File: src/rtl/decode_stage_pkg.sv
// Shared types for the decode stage: ALU operations, operand/writeback
// selectors, the decoded bundle, buffer states and RV32I/RV64I opcodes.

package cpu_types_pkg;

    localparam int XLEN_MAX = 64;

    typedef enum logic [4:0] {
        ALU_ADD    = 5'd0,
        ALU_SUB    = 5'd1,
        ALU_SLL    = 5'd2,
        ALU_SLT    = 5'd3,
        ALU_SLTU   = 5'd4,
        ALU_XOR    = 5'd5,
        ALU_SRL    = 5'd6,
        ALU_SRA    = 5'd7,
        ALU_OR     = 5'd8,
        ALU_AND    = 5'd9,
        ALU_BEQ    = 5'd10,
        ALU_BNE    = 5'd11,
        ALU_BLT    = 5'd12,
        ALU_BGE    = 5'd13,
        ALU_BLTU   = 5'd14,
        ALU_BGEU   = 5'd15,
        ALU_MUL    = 5'd16,
        ALU_MULH   = 5'd17,
        ALU_MULHSU = 5'd18,
        ALU_MULHU  = 5'd19,
        ALU_DIV    = 5'd20,
        ALU_DIVU   = 5'd21,
        ALU_REM    = 5'd22,
        ALU_REMU   = 5'd23
    } alu_op_t;

    typedef enum logic [1:0] {
        SRCA_RS1  = 2'd0,
        SRCA_PC   = 2'd1,
        SRCA_ZERO = 2'd2
    } alu_srcA_t;

    typedef enum logic {
        SRCB_RS2 = 1'b0,
        SRCB_IMM = 1'b1
    } alu_srcB_t;

    typedef enum logic [1:0] {
        WB_ALU = 2'd0,
        WB_MEM = 2'd1,
        WB_PC4 = 2'd2,
        WB_CSR = 2'd3
    } wb_src_t;

    typedef enum logic [1:0] {
        EMPTY = 2'd0,
        ONE   = 2'd1,
        TWO   = 2'd2
    } buf_state_t;

    // pc and imm are sized for the widest datapath; bits above XLEN are zero.
    typedef struct packed {
        logic [XLEN_MAX-1:0] pc;
        logic [4:0]          rs1;
        logic [4:0]          rs2;
        logic [4:0]          rd;
        logic [XLEN_MAX-1:0] imm;
        alu_op_t             alu_op;
        alu_srcA_t           src_a;
        alu_srcB_t           src_b;
        wb_src_t             wb_src;
        logic                reg_write;
        logic                mem_read;
        logic                mem_write;
        logic [2:0]          mem_funct3;
        logic                branch;
        logic                jump;
        logic                csr;
        logic                fence;
        logic                illegal;
    } decode_bundle_t;

    // Integer ALU op for OP/OP-IMM; alt selects SUB/SRA on funct3 000/101.
    function automatic alu_op_t alu_base_op(input logic [2:0] funct3, input logic alt);
        alu_op_t op;
        case (funct3)
            3'b000:  op = alt ? ALU_SUB : ALU_ADD;
            3'b001:  op = ALU_SLL;
            3'b010:  op = ALU_SLT;
            3'b011:  op = ALU_SLTU;
            3'b100:  op = ALU_XOR;
            3'b101:  op = alt ? ALU_SRA : ALU_SRL;
            3'b110:  op = ALU_OR;
            default: op = ALU_AND;
        endcase
        return op;
    endfunction

    // M-extension op selected by funct3.
    function automatic alu_op_t alu_m_op(input logic [2:0] funct3);
        alu_op_t op;
        case (funct3)
            3'b000:  op = ALU_MUL;
            3'b001:  op = ALU_MULH;
            3'b010:  op = ALU_MULHSU;
            3'b011:  op = ALU_MULHU;
            3'b100:  op = ALU_DIV;
            3'b101:  op = ALU_DIVU;
            3'b110:  op = ALU_REM;
            default: op = ALU_REMU;
        endcase
        return op;
    endfunction

endpackage

package instruction_type_pkg;

    localparam logic [6:0] OP_LOAD   = 7'b0000011;
    localparam logic [6:0] OP_FENCE  = 7'b0001111;
    localparam logic [6:0] OP_I_TYPE = 7'b0010011;
    localparam logic [6:0] OP_AUIPC  = 7'b0010111;
    localparam logic [6:0] OP_STORE  = 7'b0100011;
    localparam logic [6:0] OP_R_TYPE = 7'b0110011;
    localparam logic [6:0] OP_LUI    = 7'b0110111;
    localparam logic [6:0] OP_BRANCH = 7'b1100011;
    localparam logic [6:0] OP_JALR   = 7'b1100111;
    localparam logic [6:0] OP_JAL    = 7'b1101111;
    localparam logic [6:0] OP_SYSTEM = 7'b1110011;

endpackage

File: src/rtl/decode_stage_logic.sv
// Purely combinational instruction decoder: raw instruction + pc in,
// fully populated decode bundle out.

module decode_logic
    import cpu_types_pkg::*;
    import instruction_type_pkg::*;
#(
    parameter int XLEN     = 32,
    parameter bit ENABLE_M = 1'b0
) (
    input  logic [31:0]     instr,
    input  logic [XLEN-1:0] pc,
    output decode_bundle_t  dec
);

    localparam logic [63:0] IMM_MASK = (XLEN == 64) ? {64{1'b1}} : 64'h0000_0000_FFFF_FFFF;

    logic [6:0]  opcode;
    logic [2:0]  funct3;
    logic [6:0]  funct7;
    logic        shamt_ok;
    logic [63:0] imm_i;
    logic [63:0] imm_s;
    logic [63:0] imm_b;
    logic [63:0] imm_u;
    logic [63:0] imm_j;

    assign opcode = instr[6:0];
    assign funct3 = instr[14:12];
    assign funct7 = instr[31:25];

    assign shamt_ok = (XLEN == 64)
                    ? (instr[31:26] == 6'b000000 || instr[31:26] == 6'b010000)
                    : (funct7 == 7'b0000000 || funct7 == 7'b0100000);

    assign imm_i = {{52{instr[31]}}, instr[31:20]};
    assign imm_s = {{52{instr[31]}}, instr[31:25], instr[11:7]};
    assign imm_b = {{51{instr[31]}}, instr[31], instr[7], instr[30:25], instr[11:8], 1'b0};
    assign imm_u = {{32{instr[31]}}, instr[31:12], 12'b0};
    assign imm_j = {{43{instr[31]}}, instr[31], instr[19:12], instr[20], instr[30:21], 1'b0};

    // Decode per opcode, then squash side effects for illegal ops and rd=x0.
    always_comb begin
        dec        = '0;
        dec.pc     = 64'(pc);
        dec.rs1    = instr[19:15];
        dec.rs2    = instr[24:20];
        dec.rd     = instr[11:7];
        dec.alu_op = ALU_ADD;
        dec.src_a  = SRCA_RS1;
        dec.src_b  = SRCB_RS2;
        dec.wb_src = WB_ALU;

        case (opcode)
            OP_LUI: begin
                dec.src_a     = SRCA_ZERO;
                dec.src_b     = SRCB_IMM;
                dec.imm       = imm_u;
                dec.reg_write = 1'b1;
            end
            OP_AUIPC: begin
                dec.src_a     = SRCA_PC;
                dec.src_b     = SRCB_IMM;
                dec.imm       = imm_u;
                dec.reg_write = 1'b1;
            end
            OP_JAL: begin
                dec.src_a     = SRCA_PC;
                dec.src_b     = SRCB_IMM;
                dec.imm       = imm_j;
                dec.wb_src    = WB_PC4;
                dec.jump      = 1'b1;
                dec.reg_write = 1'b1;
            end
            OP_JALR: begin
                dec.src_b     = SRCB_IMM;
                dec.imm       = imm_i;
                dec.wb_src    = WB_PC4;
                dec.jump      = 1'b1;
                dec.reg_write = 1'b1;
                dec.illegal   = (funct3 != 3'b000);
            end
            OP_BRANCH: begin
                dec.imm    = imm_b;
                dec.branch = 1'b1;
                case (funct3)
                    3'b000:  dec.alu_op = ALU_BEQ;
                    3'b001:  dec.alu_op = ALU_BNE;
                    3'b100:  dec.alu_op = ALU_BLT;
                    3'b101:  dec.alu_op = ALU_BGE;
                    3'b110:  dec.alu_op = ALU_BLTU;
                    3'b111:  dec.alu_op = ALU_BGEU;
                    default: dec.illegal = 1'b1;
                endcase
            end
            OP_LOAD: begin
                dec.src_b      = SRCB_IMM;
                dec.imm        = imm_i;
                dec.wb_src     = WB_MEM;
                dec.mem_read   = 1'b1;
                dec.reg_write  = 1'b1;
                dec.mem_funct3 = funct3;
                dec.illegal    = (funct3 == 3'b111) ||
                                 ((XLEN == 32) && (funct3 == 3'b011 || funct3 == 3'b110));
            end
            OP_STORE: begin
                dec.src_b      = SRCB_IMM;
                dec.imm        = imm_s;
                dec.mem_write  = 1'b1;
                dec.mem_funct3 = funct3;
                dec.illegal    = (XLEN == 32) ? (funct3 >= 3'b011) : (funct3 >= 3'b100);
            end
            OP_I_TYPE: begin
                dec.src_b     = SRCB_IMM;
                dec.imm       = imm_i;
                dec.reg_write = 1'b1;
                dec.alu_op    = alu_base_op(funct3, (funct3 == 3'b101) && instr[30]);
                if (funct3 == 3'b001 || funct3 == 3'b101) begin
                    dec.illegal = !shamt_ok;
                end
            end
            OP_R_TYPE: begin
                dec.reg_write = 1'b1;
                case (funct7)
                    7'b0000000: dec.alu_op = alu_base_op(funct3, 1'b0);
                    7'b0100000: begin
                        if (funct3 == 3'b000 || funct3 == 3'b101) begin
                            dec.alu_op = alu_base_op(funct3, 1'b1);
                        end else begin
                            dec.illegal = 1'b1;
                        end
                    end
                    7'b0000001: begin
                        if (ENABLE_M) begin
                            dec.alu_op = alu_m_op(funct3);
                        end else begin
                            dec.illegal = 1'b1;
                        end
                    end
                    default: dec.illegal = 1'b1;
                endcase
            end
            OP_SYSTEM: begin
                dec.imm = imm_i;
                if (funct3 != 3'b000) begin
                    dec.csr       = 1'b1;
                    dec.reg_write = 1'b1;
                    dec.wb_src    = WB_CSR;
                end
            end
            OP_FENCE: begin
                dec.imm   = imm_i;
                dec.fence = 1'b1;
            end
            default: dec.illegal = 1'b1;
        endcase

        if (dec.illegal) begin
            dec.reg_write = 1'b0;
            dec.mem_read  = 1'b0;
            dec.mem_write = 1'b0;
            dec.branch    = 1'b0;
            dec.jump      = 1'b0;
            dec.csr       = 1'b0;
            dec.fence     = 1'b0;
        end
        if (dec.rd == 5'd0) begin
            dec.reg_write = 1'b0;
        end
        dec.imm = dec.imm & IMM_MASK;
    end

endmodule

File: src/rtl/decode_stage.sv
// Decode stage top: combinational decoder feeding a registered two-entry
// skid buffer. in_ready depends only on the buffer state.

module decode_stage
    import cpu_types_pkg::*;
#(
    parameter int XLEN     = 32,
    parameter bit ENABLE_M = 1'b0
) (
    input  logic            clk,
    input  logic            reset_n,
    input  logic            flush,
    input  logic            in_valid,
    output logic            in_ready,
    input  logic [31:0]     in_instr,
    input  logic [XLEN-1:0] in_pc,
    output logic            out_valid,
    input  logic            out_ready,
    output decode_bundle_t  out_dec
);

    buf_state_t     state;
    decode_bundle_t head;
    decode_bundle_t skid;
    decode_bundle_t dec_now;
    logic           acc;
    logic           pop;

    decode_logic #(
        .XLEN     (XLEN),
        .ENABLE_M (ENABLE_M)
    ) u_decode_logic (
        .instr (in_instr),
        .pc    (in_pc),
        .dec   (dec_now)
    );

    assign in_ready  = (state != TWO);
    assign out_valid = (state != EMPTY);
    assign out_dec   = head;
    assign acc       = in_valid & in_ready;
    assign pop       = out_valid & out_ready;

    // Buffer FSM: head always holds the oldest entry, skid the younger one.
    always_ff @(posedge clk) begin
        if (!reset_n) begin
            state <= EMPTY;
            head  <= '0;
            skid  <= '0;
        end else if (flush) begin
            state <= EMPTY;
        end else begin
            case (state)
                EMPTY: begin
                    if (acc) begin
                        head  <= dec_now;
                        state <= ONE;
                    end
                end
                ONE: begin
                    if (acc && pop) begin
                        head <= dec_now;
                    end else if (acc) begin
                        skid  <= dec_now;
                        state <= TWO;
                    end else if (pop) begin
                        state <= EMPTY;
                    end
                end
                TWO: begin
                    if (pop) begin
                        head  <= skid;
                        state <= ONE;
                    end
                end
                default: state <= EMPTY;
            endcase
        end
    end

endmodule

File: config.mk
export PLATFORM = sky130hd
export DESIGN_NAME = decode_stage
export DESIGN_NICKNAME = d
export VERILOG_FILES = /design/src/rtl/decode_stage_pkg.sv /design/src/rtl/decode_stage_logic.sv /design/src/rtl/decode_stage.sv
export SDC_FILE = /design/constraint.sdc
export NUM_CORES = 1
export LEC_CHECK = 0
export ABC_CLOCK_PERIOD_IN_PS = 2100
export CAP_MARGIN = 20
export CORE_MARGIN = 2
export CORE_UTILIZATION = 51
export DETAILED_ROUTE_END_ITERATION = 7
export PLACE_DENSITY = 0.88
export SLEW_MARGIN = 10
export SYNTH_ARGS = -nofsm -noshare
export SYNTH_HDL_FRONTEND = slang
export SYNTH_HIERARCHICAL = 1
export SYNTH_SLANG_ARGS = --single-unit
File: constraint.sdc
create_clock -name clk -period 2.1 [get_ports clk]
set_input_delay 0.315 -clock clk [delete_from_list [all_inputs] [get_ports clk]]
set_output_delay 0.315 -clock clk [all_outputs]
set_load 0.01 [all_outputs]
After elaboration in Yosys (flattened, before gate mapping)
Cells that the tools add are included.
{ "word_totals": {"in_bits": 69, "out_inout_bits": 166, "reg_bits": 266} }
{ "classes": {"n_lt_le_gt_ge": 1, "reduce_logical": 28, "n_mux": 41, "n_eq_ne": 27, "bitwise_logic": 5} }
{ "ops": {"columns": ["operator", "n"], "rows": [
  ["$mux 164", 3],
  ["$pmux 164 s3", 1],
  ["$pmux 32 s5", 1],
  ["$pmux 4 s7", 2],
  ["$pmux 5 s7", 1],
  ["$eq 7x6->1 const B", 4],
  ["$eq 7x7->1 const B", 4],
  ["$pmux 4 s6", 1],
  ["$pmux 5 s3", 1],
  ["$eq 7x5->1 const B", 2],
  ["$mux 1", 14],
  ["$reduce_or 7->1", 2],
  ["$eq 3x3->1 const B", 4],
  ["$pmux 2 s3", 2],
  ["$mux 2", 5],
  ["$ne 2x2->1 const B", 5],
  ["$pmux 5 s2", 1],
  ["$reduce_or 2->1", 5],
  ["$reduce_or 5->1", 2],
  ["$mux 3", 3],
  ["$reduce_and 4->1", 2],
  ["$eq 7x2->1 const B", 1],
  ["$eq 7x4->1 const B", 1],
  ["$logic_not 7->1", 1],
  ["23 further kinds", 34]
]} }

Longest topological paths before layout
{ "depth": {"word_depth": 9, "ltp_mapped": 11, "ltp_nobuf": 10} }

Hierarchy
Netlist, hierarchy kept.
{ "modules_own_cells": {"columns": ["mod", "area_per_inst_um2", "cells_per_inst", "instances"], "rows": [
  ["decode_stage", 13701.9, 1496, 1],
  ["decode_logic", 1929.4, 288, 1]
]} }

Worst setup path before layout
Ideal clock, no wire load.
{ "synth_timing": {"path_type": "input -> register", "start": "input in_instr[14]", "end": "register head, in the netlist out_dec[10]", "path_buffers": 1, "slack_ns": -0.106, "setup_ns": 0.059, "path_stages": 11, "arrival_ns": 2.147, "path_cell_list": "clkbuf_1 inv_1 ha_1 o21ai_0 a21oi_1 a21oi_1 nand3_2 a2111oi_2 mux2i_1 nor4_1 a31o_1"} }
{ "synth_lines": {"columns": ["item", "line_no", "rtl"], "rows": [
  ["from (decl)", "decode_stage.sv:15", "input logic [31:0] in_instr,"],
  ["to (signal assigned)", "decode_stage.sv:56", "head <= dec_now;"],
  ["to (signal assigned)", "decode_stage.sv:62", "head <= dec_now;"],
  ["to (signal assigned)", "decode_stage.sv:72", "head <= skid;"],
  ["to (decl)", "decode_stage.sv:23", "decode_bundle_t head;"]
]} }

Final worst setup path
{ "layout_timing": {"start": "register state[1]", "end": "output out_valid"} }
{ "layout_between": {"elab_chain_cells": 1} }
{ "layout_lines": {"columns": ["item", "line_no", "rtl"], "rows": [
  ["from (decl)", "decode_stage.sv:22", "buf_state_t state;"],
  ["from (signal assigned)", "decode_stage.sv:47", "state <= EMPTY;"],
  ["from (signal assigned)", "decode_stage.sv:51", "state <= EMPTY;"],
  ["from (signal assigned)", "decode_stage.sv:57", "state <= ONE;"],
  ["$reduce_bool 2->1", "decode_stage.sv:39", "assign out_valid = (state != EMPTY);"],
  ["to (decl)", "decode_stage.sv:17", "output logic out_valid,"]
]} }
Every way passes these cells.

==> impl_metrics.csv <==
group,metric,value,unit
pwr,power_frac_comb,11.1,%
place,portBuffers,234,
timing,clock.fmax,0.4914,GHz
critical_path,start_kind,"flop",
timing,hold_ws,0.2672,ns
timing,setup_tns,0,ns
routing,m1WireLength,17780,um
routing,drt_wl_total,44350,um
critical_path,worstSetupPathType,"flop to primary output",
timing,timing.final.crit_share,96.90,%
global_routing,grt_pass1_vias,13800,
pwr,intPower,10.87,mW
routing,viasPerCell,5.861,
cells_and_area,final_area,19710,um^2
timing,hold_viol,0,
routing,vias,14040,
routing,drc,0,
pwr,p_switching,3.445,mW
global_routing,grt_pass1_wl,69530,um
cells_and_area,area_growth,26.09,%
routing,detail-route-antenna-nets,0,
clocking,root_buffer,"clkbuf_16",
routing,route.met2.wl,21340,um
synth,yosysSeqAreaShare,42.26,%
pwr,p_total,14.31,mW
routing,highest_layer,"met4",
synth,syn-cell-area,15630,um^2
synth,synth-simple-area-share,17.75,%
die,core,30350,um^2
routing,drtIter0Drc,1059,
critical_path,slowest_delay,0.49,ns
place,hpwl,28670,um
global_routing,grt-ovfl-total,0,
place,dpl-instance-area,18440,um^2
synth,yosys_warnings,6,
min_path,hold_start,"flush",
synth,postSynthCellCount,1784,
pwr,seq_power_share,45.3,%
die,fp.dieArea,32070,um^2
timing,fin_crit,2.035,ns
timing,setup-violations-final,0,
clocking,h-tree-depth,2,
pwr,ir_drop,0.7293,mV
routing,post_drt_wl_per_cell,18.52,um
critical_path,r2r-end,"out_dec[4]",
routing,route.met3.wl,3560,um
die,die_w,179.1,um
global_routing,antenna_found_initial,0,
critical_path,crit_family,"buffers and inverters",
synth,synth_edf_count,0,
cells_and_area,final_core_util,64.94,%
critical_path,cp.arrival,1.72,ns
routing,drtPass1Iterations,5,
pwr,power_density,726.1,nW/um^2
pwr,swShare,24.07,%
clocking,clk_pin_slew,0.06,ns
place,gp_congestion,0.9063,
clocking,cts_tree,"done",
synth,synth_xor_area_share,0.05603,%
min_path,holdPathStages,2,
job,cap_violations,0,
critical_path,worst-path-max-fanout,7,
synth,ys_seq_elements,330,
cells_and_area,num_antenna_cells,0,
clocking,clkLatencyLatePin,0.52,ns
critical_path,critical_path_buf_inv_count,1,
timing,fin_skew,0.01703,ns
timing,slew_viol_final,0,
critical_path,critPathCaptureType,"primary output",
timing,relSlewSlack,46.87,%
synth,synth-compound-area-share,17.72,%
timing,tightest_slew,0.7970,ns
cells_and_area,drive_gt1_share,12.01,%
critical_path,cp.required,1.78,ns
min_path,hold_path.class,"primary input to flop",
synth,ys_types,63,
critical_path,ff2ff_path_depth,7,
synth,synth_fa_ha_area_share,0.3202,%
critical_path,cp_cell_sequence,"or2_2, clkdlybuf4s50_1",
critical_path,setup.worst_path.start,"state[1]",
die,die_h,179.1,um
synth,synth.mux.area_fraction,10.57,%
timing,rsz0062_at_grt,"no",
min_path,holdPathEnd,"state[0]",
die,io_pins,235,
die,rows,64,
clocking,cts.sinks,330,
synth,avgSynthCellArea,8.762,um^2
critical_path,rr_startpoint,"state[0]",
global_routing,grt_max_degree,165,
synth,yosys_most_used_dff,"dfxtp_1",
global_routing,grtUsageTotal,26.71,%
synth,synth_top_family_by_area,"simple AND/OR/NAND/NOR gates",
status,status,"complete, no violations",
clocking,cts_made_buffers,36,
critical_path,rrSetupSlack,0.24,ns
critical_path,cp_slowest_cell,"clkdlybuf4s50_1",
cells_and_area,nNetsFinal,2052,
pwr,clkPwrFrac,43.6,%
die,start_util,51.50,%
synth,synth-async-reset-ratio,0,%
clocking,clockBufferDepth,3,
pwr,p_leak,8.250,nW
-- power groups by stage --
stage / clock (mW) / combinational (mW) / sequential (mW)
finish: 6.25 / 1.58 / 6.48
global route: 6.61 / 1.69 / 6.49
CTS: 6.34 / 1.55 / 6.48
detailed placement: 0 / 1.54 / 6.62
global placement: 0 / 1.51 / 6.61
floorplan: 0 / 0.866 / 6.66
-- synth_stat cells (10+ instances only) --
cell type / count / area, um^2
a21o_1: 12 / 90.09
a21oi_1: 179 / 895.9
a31o_1: 156 / 1366
and2_1: 10 / 62.56
buf_2: 74 / 370.4
buf_4: 116 / 870.8
buf_6: 17 / 191.4
clkbuf_1: 76 / 285.3
dfxtp_1: 330 / 6606
mux2i_1: 165 / 1652
nand2_1: 348 / 1306
nor2_1: 19 / 71.32
nor4_1: 162 / 1013
-- metal layers --
layer / up-vias / track usage, %
li1: 6642 / -
met1: 6747 / 32.76
met2: 528 / 44.63
met3: 120 / 6.531
met4: 0 / 11.35
met5: - / 0
-- cell families (layout without fill, tap and decap cells) --
group,count (synthesis),in the layout
simple gates,585,585
compound gates,402,402
flops,330,330
buf+inv,296,447
mux,165,165
fa+ha+maj,4,4
other cells,1,65
xor+xnor,1,1
-- per-stage QoR --
step,setup slack [ns],std cells
4_1_cts,0.01281,2394
5_1_grt,0.02863,2395
3_3_place_gp,-0.5731,2334
6_report,0.06509,2395
2_1_floorplan,0.01614,1848
3_5_place_dp,-0.5997,2334
-- cell type report --
cell class | instances | area (um^2)
inverters | 7 | 33.78
repair buffers | 382 | 3790
fillers | 2307 | 10640
multi-input cells | 1222 | 7624
clock buffers | 46 | 1010
well taps | 396 | 495.5
clock inverters | 12 | 151.4
flip-flops and latches | 330 | 6606
-- worst max path at each step --
stage,cells after the start,slack [ns],endpoint
floorplan,11,0.02,out_dec[10]
global placement,10,-0.57,out_dec[32]
detailed placement,10,-0.60,out_dec[51]
CTS,12,0.01,out_dec[4]
global route,2,0.03,out_valid
finish,2,0.07,out_valid
-- registers in the layout, summed over array words and instances (netlist names) --
register	flops
skid	164
out_dec	164
state	2
-- what timing repair did --
action                                 in CTS  in global routing
gates resized for setup                    18                 12
pin swaps                                   2                  5
buffers inserted                            2                  1
endpoints found under the hold margin       0                  0
setup endpoints to repair                  23                 12
hold buffers                                0                  0
gates cloned                                0                  0
-- cells in the final DEF, fill, tap and decap left out, types with 19 or more instances in the layout --
master	synthesis	final
nand2_1	348	348
dfxtp_1	330	330
clkdlybuf4s50_1	0	223
a21oi_1	179	176
mux2i_1	165	165
nor4_1	162	160
a31o_1	156	156
buf_4	116	121
conb_1	1	65
clkbuf_16	0	37
buf_12	0	27
nor2_1	19	19
Note: power is estimated with default switching activity, not from simulation.
